--- src/rtl/serializer_arbiter.sv ---
`timescale 1ns/1ps
// Round-robin owner of a single serializer: grants one requester at a time,
// hands its word to the serializer and reports ack/done/timeout per requester.
//
// state   | meaning
// IDLE    | no owner; arbitrate among req each cycle
// START   | word presented, ser_start held until ser_busy or timeout
// RUN     | serializer busy with the owner's word; wait for busy to fall
module serializer_arbiter #(
    parameter int DATA_WIDTH    = 8,
    parameter int NUM_REQ       = 4,
    parameter int ID_WIDTH      = 2,
    parameter int START_TIMEOUT = 15
) (
    input  logic                          clock,
    input  logic                          reset,
    input  logic [NUM_REQ-1:0]            req,
    input  logic [NUM_REQ*DATA_WIDTH-1:0] req_data,
    output logic [NUM_REQ-1:0]            ack,
    output logic [NUM_REQ-1:0]            done,
    output logic                          timeout_err,
    output logic [ID_WIDTH-1:0]           active_id,
    output logic                          idle,
    output logic [DATA_WIDTH-1:0]         ser_data_in,
    output logic                          ser_start,
    input  logic                          ser_busy
);

    typedef enum logic [1:0] {
        ST_IDLE,
        ST_START,
        ST_RUN
    } state_t;

    state_t                state;
    logic [ID_WIDTH-1:0]   rr_ptr;
    logic [7:0]            tmo_cnt;

    logic                  grant_found;
    logic [ID_WIDTH-1:0]   grant_id;
    logic [DATA_WIDTH-1:0] grant_word;
    logic [ID_WIDTH-1:0]   next_ptr;

    // Scan rr_ptr, rr_ptr+1, ... (mod NUM_REQ); the first set request wins.
    always_comb begin
        grant_found = 1'b0;
        grant_id    = '0;
        grant_word  = '0;
        for (int k = 0; k < NUM_REQ; k++) begin
            for (int i = 0; i < NUM_REQ; i++) begin
                if (!grant_found && req[i] && (i == (int'(rr_ptr) + k) % NUM_REQ)) begin
                    grant_found = 1'b1;
                    grant_id    = ID_WIDTH'(i);
                    grant_word  = req_data[i*DATA_WIDTH +: DATA_WIDTH];
                end
            end
        end
    end

    always_comb begin
        if (int'(active_id) == NUM_REQ - 1) next_ptr = '0;
        else                                next_ptr = active_id + ID_WIDTH'(1);
    end

    always_ff @(posedge clock or negedge reset) begin
        if (!reset) begin
            state       <= ST_IDLE;
            rr_ptr      <= '0;
            tmo_cnt     <= '0;
            ack         <= '0;
            done        <= '0;
            timeout_err <= 1'b0;
            active_id   <= '0;
            idle        <= 1'b1;
            ser_data_in <= '0;
            ser_start   <= 1'b0;
        end else begin
            ack         <= '0;
            done        <= '0;
            timeout_err <= 1'b0;
            case (state)
                ST_IDLE: begin
                    if (grant_found) begin
                        ser_data_in <= grant_word;
                        active_id   <= grant_id;
                        ack         <= NUM_REQ'(1) << grant_id;
                        ser_start   <= 1'b1;
                        tmo_cnt     <= '0;
                        idle        <= 1'b0;
                        state       <= ST_START;
                    end
                end
                ST_START: begin
                    if (ser_busy) begin
                        ser_start <= 1'b0;
                        state     <= ST_RUN;
                    end else if (tmo_cnt == 8'(START_TIMEOUT - 1)) begin
                        // Serializer never responded: drop the word, no done pulse.
                        ser_start   <= 1'b0;
                        timeout_err <= 1'b1;
                        rr_ptr      <= next_ptr;
                        idle        <= 1'b1;
                        state       <= ST_IDLE;
                    end else begin
                        tmo_cnt <= tmo_cnt + 8'd1;
                    end
                end
                ST_RUN: begin
                    if (!ser_busy) begin
                        done   <= NUM_REQ'(1) << active_id;
                        rr_ptr <= next_ptr;
                        idle   <= 1'b1;
                        state  <= ST_IDLE;
                    end
                end
                default: begin
                    ser_start <= 1'b0;
                    idle      <= 1'b1;
                    state     <= ST_IDLE;
                end
            endcase
        end
    end

endmodule
--- config.mk ---
export PLATFORM = sky130hd
export DESIGN_NAME = serializer_arbiter
export DESIGN_NICKNAME = d
export VERILOG_FILES = /design/src/rtl/serializer_arbiter.sv
export SDC_FILE = /design/constraint.sdc
export NUM_CORES = 1
export LEC_CHECK = 0
export CAP_MARGIN = 10
export CORE_MARGIN = 2
export CORE_UTILIZATION = 56
export DETAILED_ROUTE_END_ITERATION = 10
export HOLD_SLACK_MARGIN = 0.12
export PLACE_DENSITY_LB_ADDON = 0.15
export SYNTH_ARGS = -nofsm -noshare
export SYNTH_HDL_FRONTEND = slang
export SYNTH_SLANG_ARGS = --single-unit
--- constraint.sdc ---
create_clock -name clock -period 5.6 [get_ports clock]
set_input_delay 1.4 -clock clock [delete_from_list [all_inputs] [get_ports clock]]
set_output_delay 1.4 -clock clock [all_outputs]
set_load 0.02 [all_outputs]
After elaboration in Yosys (flattened, before gate mapping) --
Cells that the tools add are included.
Storage, ports and cells: input port bits 39, output and inout bits 21, register bits after elaboration 33, logic and storage cells 182
Cells by class: eq/ne operators 22, bitwise operators 4, shift operators 2, reductions and logical operators 62, add/subtract/negate cells 5, multiplexer cells 77
Operator list (number):
- $mux 8 | 19
- $logic_not 32->1 | 4
- $mux 2 | 22
- $logic_and 1x1->1 | 31
- $mux 1 | 27
- $eq 3x3->1 const A | 6
- $mux 4 | 4
- $pmux 8 s2 | 1
- $logic_not 1->1 | 15
- $reduce_and 4->1 | 3
- $ne 2x2->1 const B | 5
- $eq 2x3->1 const A | 3
- $add 8x1->8 const B | 1
- $eq 8x4->1 const B | 1
- $shl 1x2->4 const A | 2
- $pmux 1 s3 | 2
- $pmux 2 s3 | 1
- $reduce_and 3->1 | 2
- $reduce_or 2->1 | 3
- $add 2x1->2 const B | 2
- $add 2x2->2 const B | 2
- $eq 2x1->1 const B | 2
- $eq 2x2->1 const A | 2
- $pmux 2 s2 | 1
- other kinds (8) | 11

Depth between registers and ports, before layout --
depth in word-level cells 66, mapped depth 9

Worst setup path after synthesis --
OpenSTA, ideal clock, no wires.
path kind in2reg, start in req[3], end reg ser_data_in[4], library setup time 0.126 ns, slack 2.815 ns, data arrival time 2.659 ns, stages on the path 9, path buffers 3, cells stage by stage buf_6 > and3b_1 > buf_6 > and3_1 > buf_6 > a211oi_2 > nand4_1 > o211ai_1 > a21oi_1
Between the ends: longest elaborated chain between the ends 52, elaborated cells between the ends (all ways) 65, those cells by class mux: 26; reduce/logical: 39
Ends and longest elaborated chain:
- start: declaration | line 17 | input logic [NUM_REQ-1:0] req,
- $logic_and 1x1->1 (2 in series) | line 51 | if (!grant_found && req[i] && (i == (int'(rr_ptr) + k) % NUM_REQ)) begin
- $mux 1 | line 51
- $logic_not 1->1 | line 51
- $logic_and 1x1->1 (2 in series) | line 51
- $mux 1 | line 51
- $logic_not 1->1 | line 51
- $logic_and 1x1->1 (2 in series) | line 51
- $mux 1 | line 51
- [31 not listed]
- $mux 1 | line 51
- $logic_not 1->1 | line 51
- $logic_and 1x1->1 (2 in series) | line 51
- $mux 1 | line 51
- $logic_not 1->1 | line 51
- $logic_and 1x1->1 (2 in series) | line 51
- $mux 1 | line 51
- $reduce_and 2->1 (no line)
- end signal: assignment | line 84 | ser_data_in <= grant_word;
- end: declaration | line 24 | output logic [DATA_WIDTH-1:0] ser_data_in,
Parallel ways exist; a longest one is shown, timed or not. A chain may end at the register's enable or synchronous reset.

Worst setup path after layout --
start in req[1], end reg ser_data_in[2]
Between the ends: longest elaborated chain between the ends 60, elaborated cells between the ends (all ways) 75, those cells by class mux: 30; reduce/logical: 45
Ends and longest elaborated chain (line):
- $logic_and 1x1->1 (2 in series) | 51
- $mux 1 | 51
- $logic_not 1->1 | 51
- $logic_and 1x1->1 (2 in series) | 51
- $mux 1 | 51
- $logic_not 1->1 | 51
- $logic_and 1x1->1 (2 in series) | 51
- $mux 1 | 51
- [39 not listed]
- $mux 1 | 51
- $logic_not 1->1 | 51
- $logic_and 1x1->1 (2 in series) | 51
- $mux 1 | 51
- $logic_not 1->1 | 51
- $logic_and 1x1->1 (2 in series) | 51
- $mux 1 | 51
- $reduce_and 2->1 (no line)
Parallel ways exist; a longest one is shown, timed or not.

==> flow_metrics.tcl <==
set metrics [dict create \
    status "completed" \
    clkTransAtPathRegs_ns 0.07 \
    fin_crit_ns 4.19 \
    tns_ns 0 \
    die_w_um 74.3 \
    drtAntennaViolNets 0 \
    die_h_um 74.3 \
    slew_viol_final 0 \
    hold_start "idle" \
    pre_cts_ws_ns 1.29 \
    cts_tree "built" \
    startpoint_type "primary input" \
    vias_per_cell 6.84 \
    fmax_mhz 239 \
    hpwl_mm 6.29 \
    r2r-end "ser_data_in[2]" \
    fp.dieArea_um2 5520 \
    async_reset_ff_frac 1.00 \
    synth.avg_cell_area_um2 8.10 \
    busiest_layer "met2" \
    cts_hold_buf 0 \
    synth_seq_cells 33 \
    core_um2 4750 \
    regToRegStartpoint "rr_ptr[1]" \
    grt_pass1_wl_mm 14.0 \
    slowest_stage "clkdlybuf4s50_1" \
    htree_levels 2 \
    grt_max_degree 34 \
    root_buffer "clkbuf_8" \
    crit_chain "clkdlybuf4s50_1, nor2b_1, nand3_1, o22ai_1, nor4_1, a221o_1" \
    antenna_found_initial 0 \
    slowest_delay_ns 0.92 \
    syn_area_um2 2770 \
    num-fill-cells 399 \
    worstHoldEndpoint "idle" \
    hold_class "register to register" \
    synth_flop_cell "dfrtp_1" \
    r2r_slack_ns 2.98 \
    ioPinCount 60 \
    worst-path-max-fanout 18 \
    ys_types 58 \
    cts-resized-gates 0 \
    placementRows 25 \
    synth_edf_count 0 \
    slew_headroom 0.262 \
    met2_usage 0.525 \
    cts_buffers 5 \
    finClkSkew_ns 0.00465 \
    first_pass_iters 7 \
    worst_slack_ns 1.41 \
    arrival_ns 4.36 \
    cellPowerDensity_nw_per_um2 407 \
    hold_depth 2 \
    cts_setup_buffers 0 \
    area_growth_pct 23.1 \
    synthesis.nets 387 \
    first_iter_violations 478 \
    initial_utilization 0.582 \
    yosys_warnings 0 \
    syn_inst 342 \
    finalNetCount 430 \
    grt_overflow 0 \
    clock-sinks 33 \
    worst_ep_required_time_ns 5.77 \
    drive_gt1_frac 0.0519 \
    crit_type "primary input to register" \
    clk_latency_ns 0.29 \
    grt_pass1_vias 2959 \
    worst_pin_slew_ns 1.10 \
    rsz0062_at_grt "false" \
    grtUsageTotal 0.331 \
    gp_congestion 1.03 \
    setup_viol 0 \
    worst_ir_drop_vdd_mv 0.327 \
    global_route.usage.met3 0.0827 \
    port-buffer-count 59 \
    drt_wl_total_mm 8.88 \
    diodes 0 \
    num_vias 3092 \
    drv_cap 0 \
    drc_errors 0 \
    fin_crit_sh 0.748 \
    leakagePower_nw 1.35 \
    worstRegToRegCells 6 \
    endpoint_kind "register" \
    grt_use_met1 0.425 \
    final_hold_viol_count 0 \
    routedWlPerCell_um 19.6 \
    yosysSeqAreaShare 0.299 \
    cts_buffer_depth 2 \
]
## cell families (layout without fill, tap and decap cells)
family,Yosys count,count (layout),share of synthesized area
flip-flops,33,33,0.299
adder cells (fa/ha/maj),6,6,0.0271
AO/OA/AOI/OAI,113,113,0.295
buffers and inverters,37,80,0.0678
XOR/XNOR,6,6,0.0190
AND/OR/NAND/NOR,145,145,0.285
multiplexers,2,2,0.00768
## per-layer routing
metal	vias up	routed length [um]
li1	1399	-
met1	1430	3480
met2	230	4100
met3	33	1030
met4	0	270
met5	-	0
## how the worst max path moves through the flow
stage               slack (ns)  startpoint  cells after the start              to
floorplan                 2.81      req[3]                      9  ser_data_in[4]
global placement          1.41      req[1]                      6  ser_data_in[2]
detailed placement        1.29      req[1]                      6  ser_data_in[2]
CTS                       1.60      req[1]                      6  ser_data_in[2]
global route              1.37      req[1]                      6  ser_data_in[2]
finish                    1.41      req[1]                      6  ser_data_in[2]
## placed cells by master (no fill, tap or decap), types with 5 or more instances in the layout
cell type,instances
clkdlybuf4s50_1,59
nor2_1,36
dfrtp_1,32
nand3_1,20
nand2_1,20
a21oi_1,18
o21ai_0,12
inv_1,10
o22ai_1,10
and3_1,9
nand4_1,9
nor2b_1,8
a22oi_1,8
nand2b_1,7
and2_1,7
o21ai_1,7
o211ai_1,7
xor2_1,6
a221oi_1,6
ha_1,6
clkbuf_8,6
nor3_1,5
o221ai_1,5
a31oi_1,5
a222oi_1,5
## cell usage after synthesis (all sizes together) (6+ instances only)
cell type,number,share of area
a221oi,6,0.019
o21ai,19,0.034
nand3,20,0.036
ha,6,0.027
nor2b,9,0.021
inv,10,0.014
a21oi,18,0.033
o211ai,7,0.019
nor2,39,0.056
nand2,20,0.027
xor2,6,0.019
nand4,9,0.020
and2,7,0.016
and3,9,0.020
o22ai,10,0.023
nand2b,7,0.016
clkbuf,7,0.0095
a22oi,8,0.022
buf,20,0.045
dfrtp,32,0.29
## metrics by stage
step | hold slack [ns] | cell area (um^2) | power (mW) | cells | utilization
2_1_floorplan | 0.496 | 2770 | 0.926 | 342 | -
3_3_place_gp | 0.465 | 3320 | 1.17 | 445 | 0.699
3_5_place_dp | 0.490 | 3320 | 1.19 | 445 | 0.699
4_1_cts | 0.501 | 3410 | 1.38 | 452 | 0.717
5_1_grt | 0.530 | 3410 | 1.48 | 452 | 0.717
6_report | 0.494 | 3410 | 1.39 | 452 | 0.717
## flip-flops by register name, summed over array words and instances, names as in the netlist
signal,cells
ser_data_in,8
tmo_cnt,8
ack,4
done,4
active_id,2
rr_ptr,2
state,2
idle,1
ser_start,1
timeout_err,1
## where the power goes
part	internal (mW)	total, mW	switching, mW
clock network	0.0975	0.183	0.0858
logic	0.342	0.812	0.469
registers	0.313	0.394	0.0805
total	0.753	1.39	0.635
## worst max-delay path: cells and delay by family
| kind | cells | cell delay (ns) |
|---|---|---|
| simple gates | 3 | 1.35 |
| buf+inv | 1 | 0.92 |
| compound gates | 2 | 0.69 |
## final cells by class
type                       instances  area (um^2)  area share
multi-input combinational        272         1750       0.514
sequential                        33          827       0.243
timing repair buffer              63          621       0.182
clock buffer                       7         86.3      0.0253
tap                               67         83.8      0.0246
inverter                          10         37.5      0.0110
No activity file was read; power rests on OpenSTA's default activity.
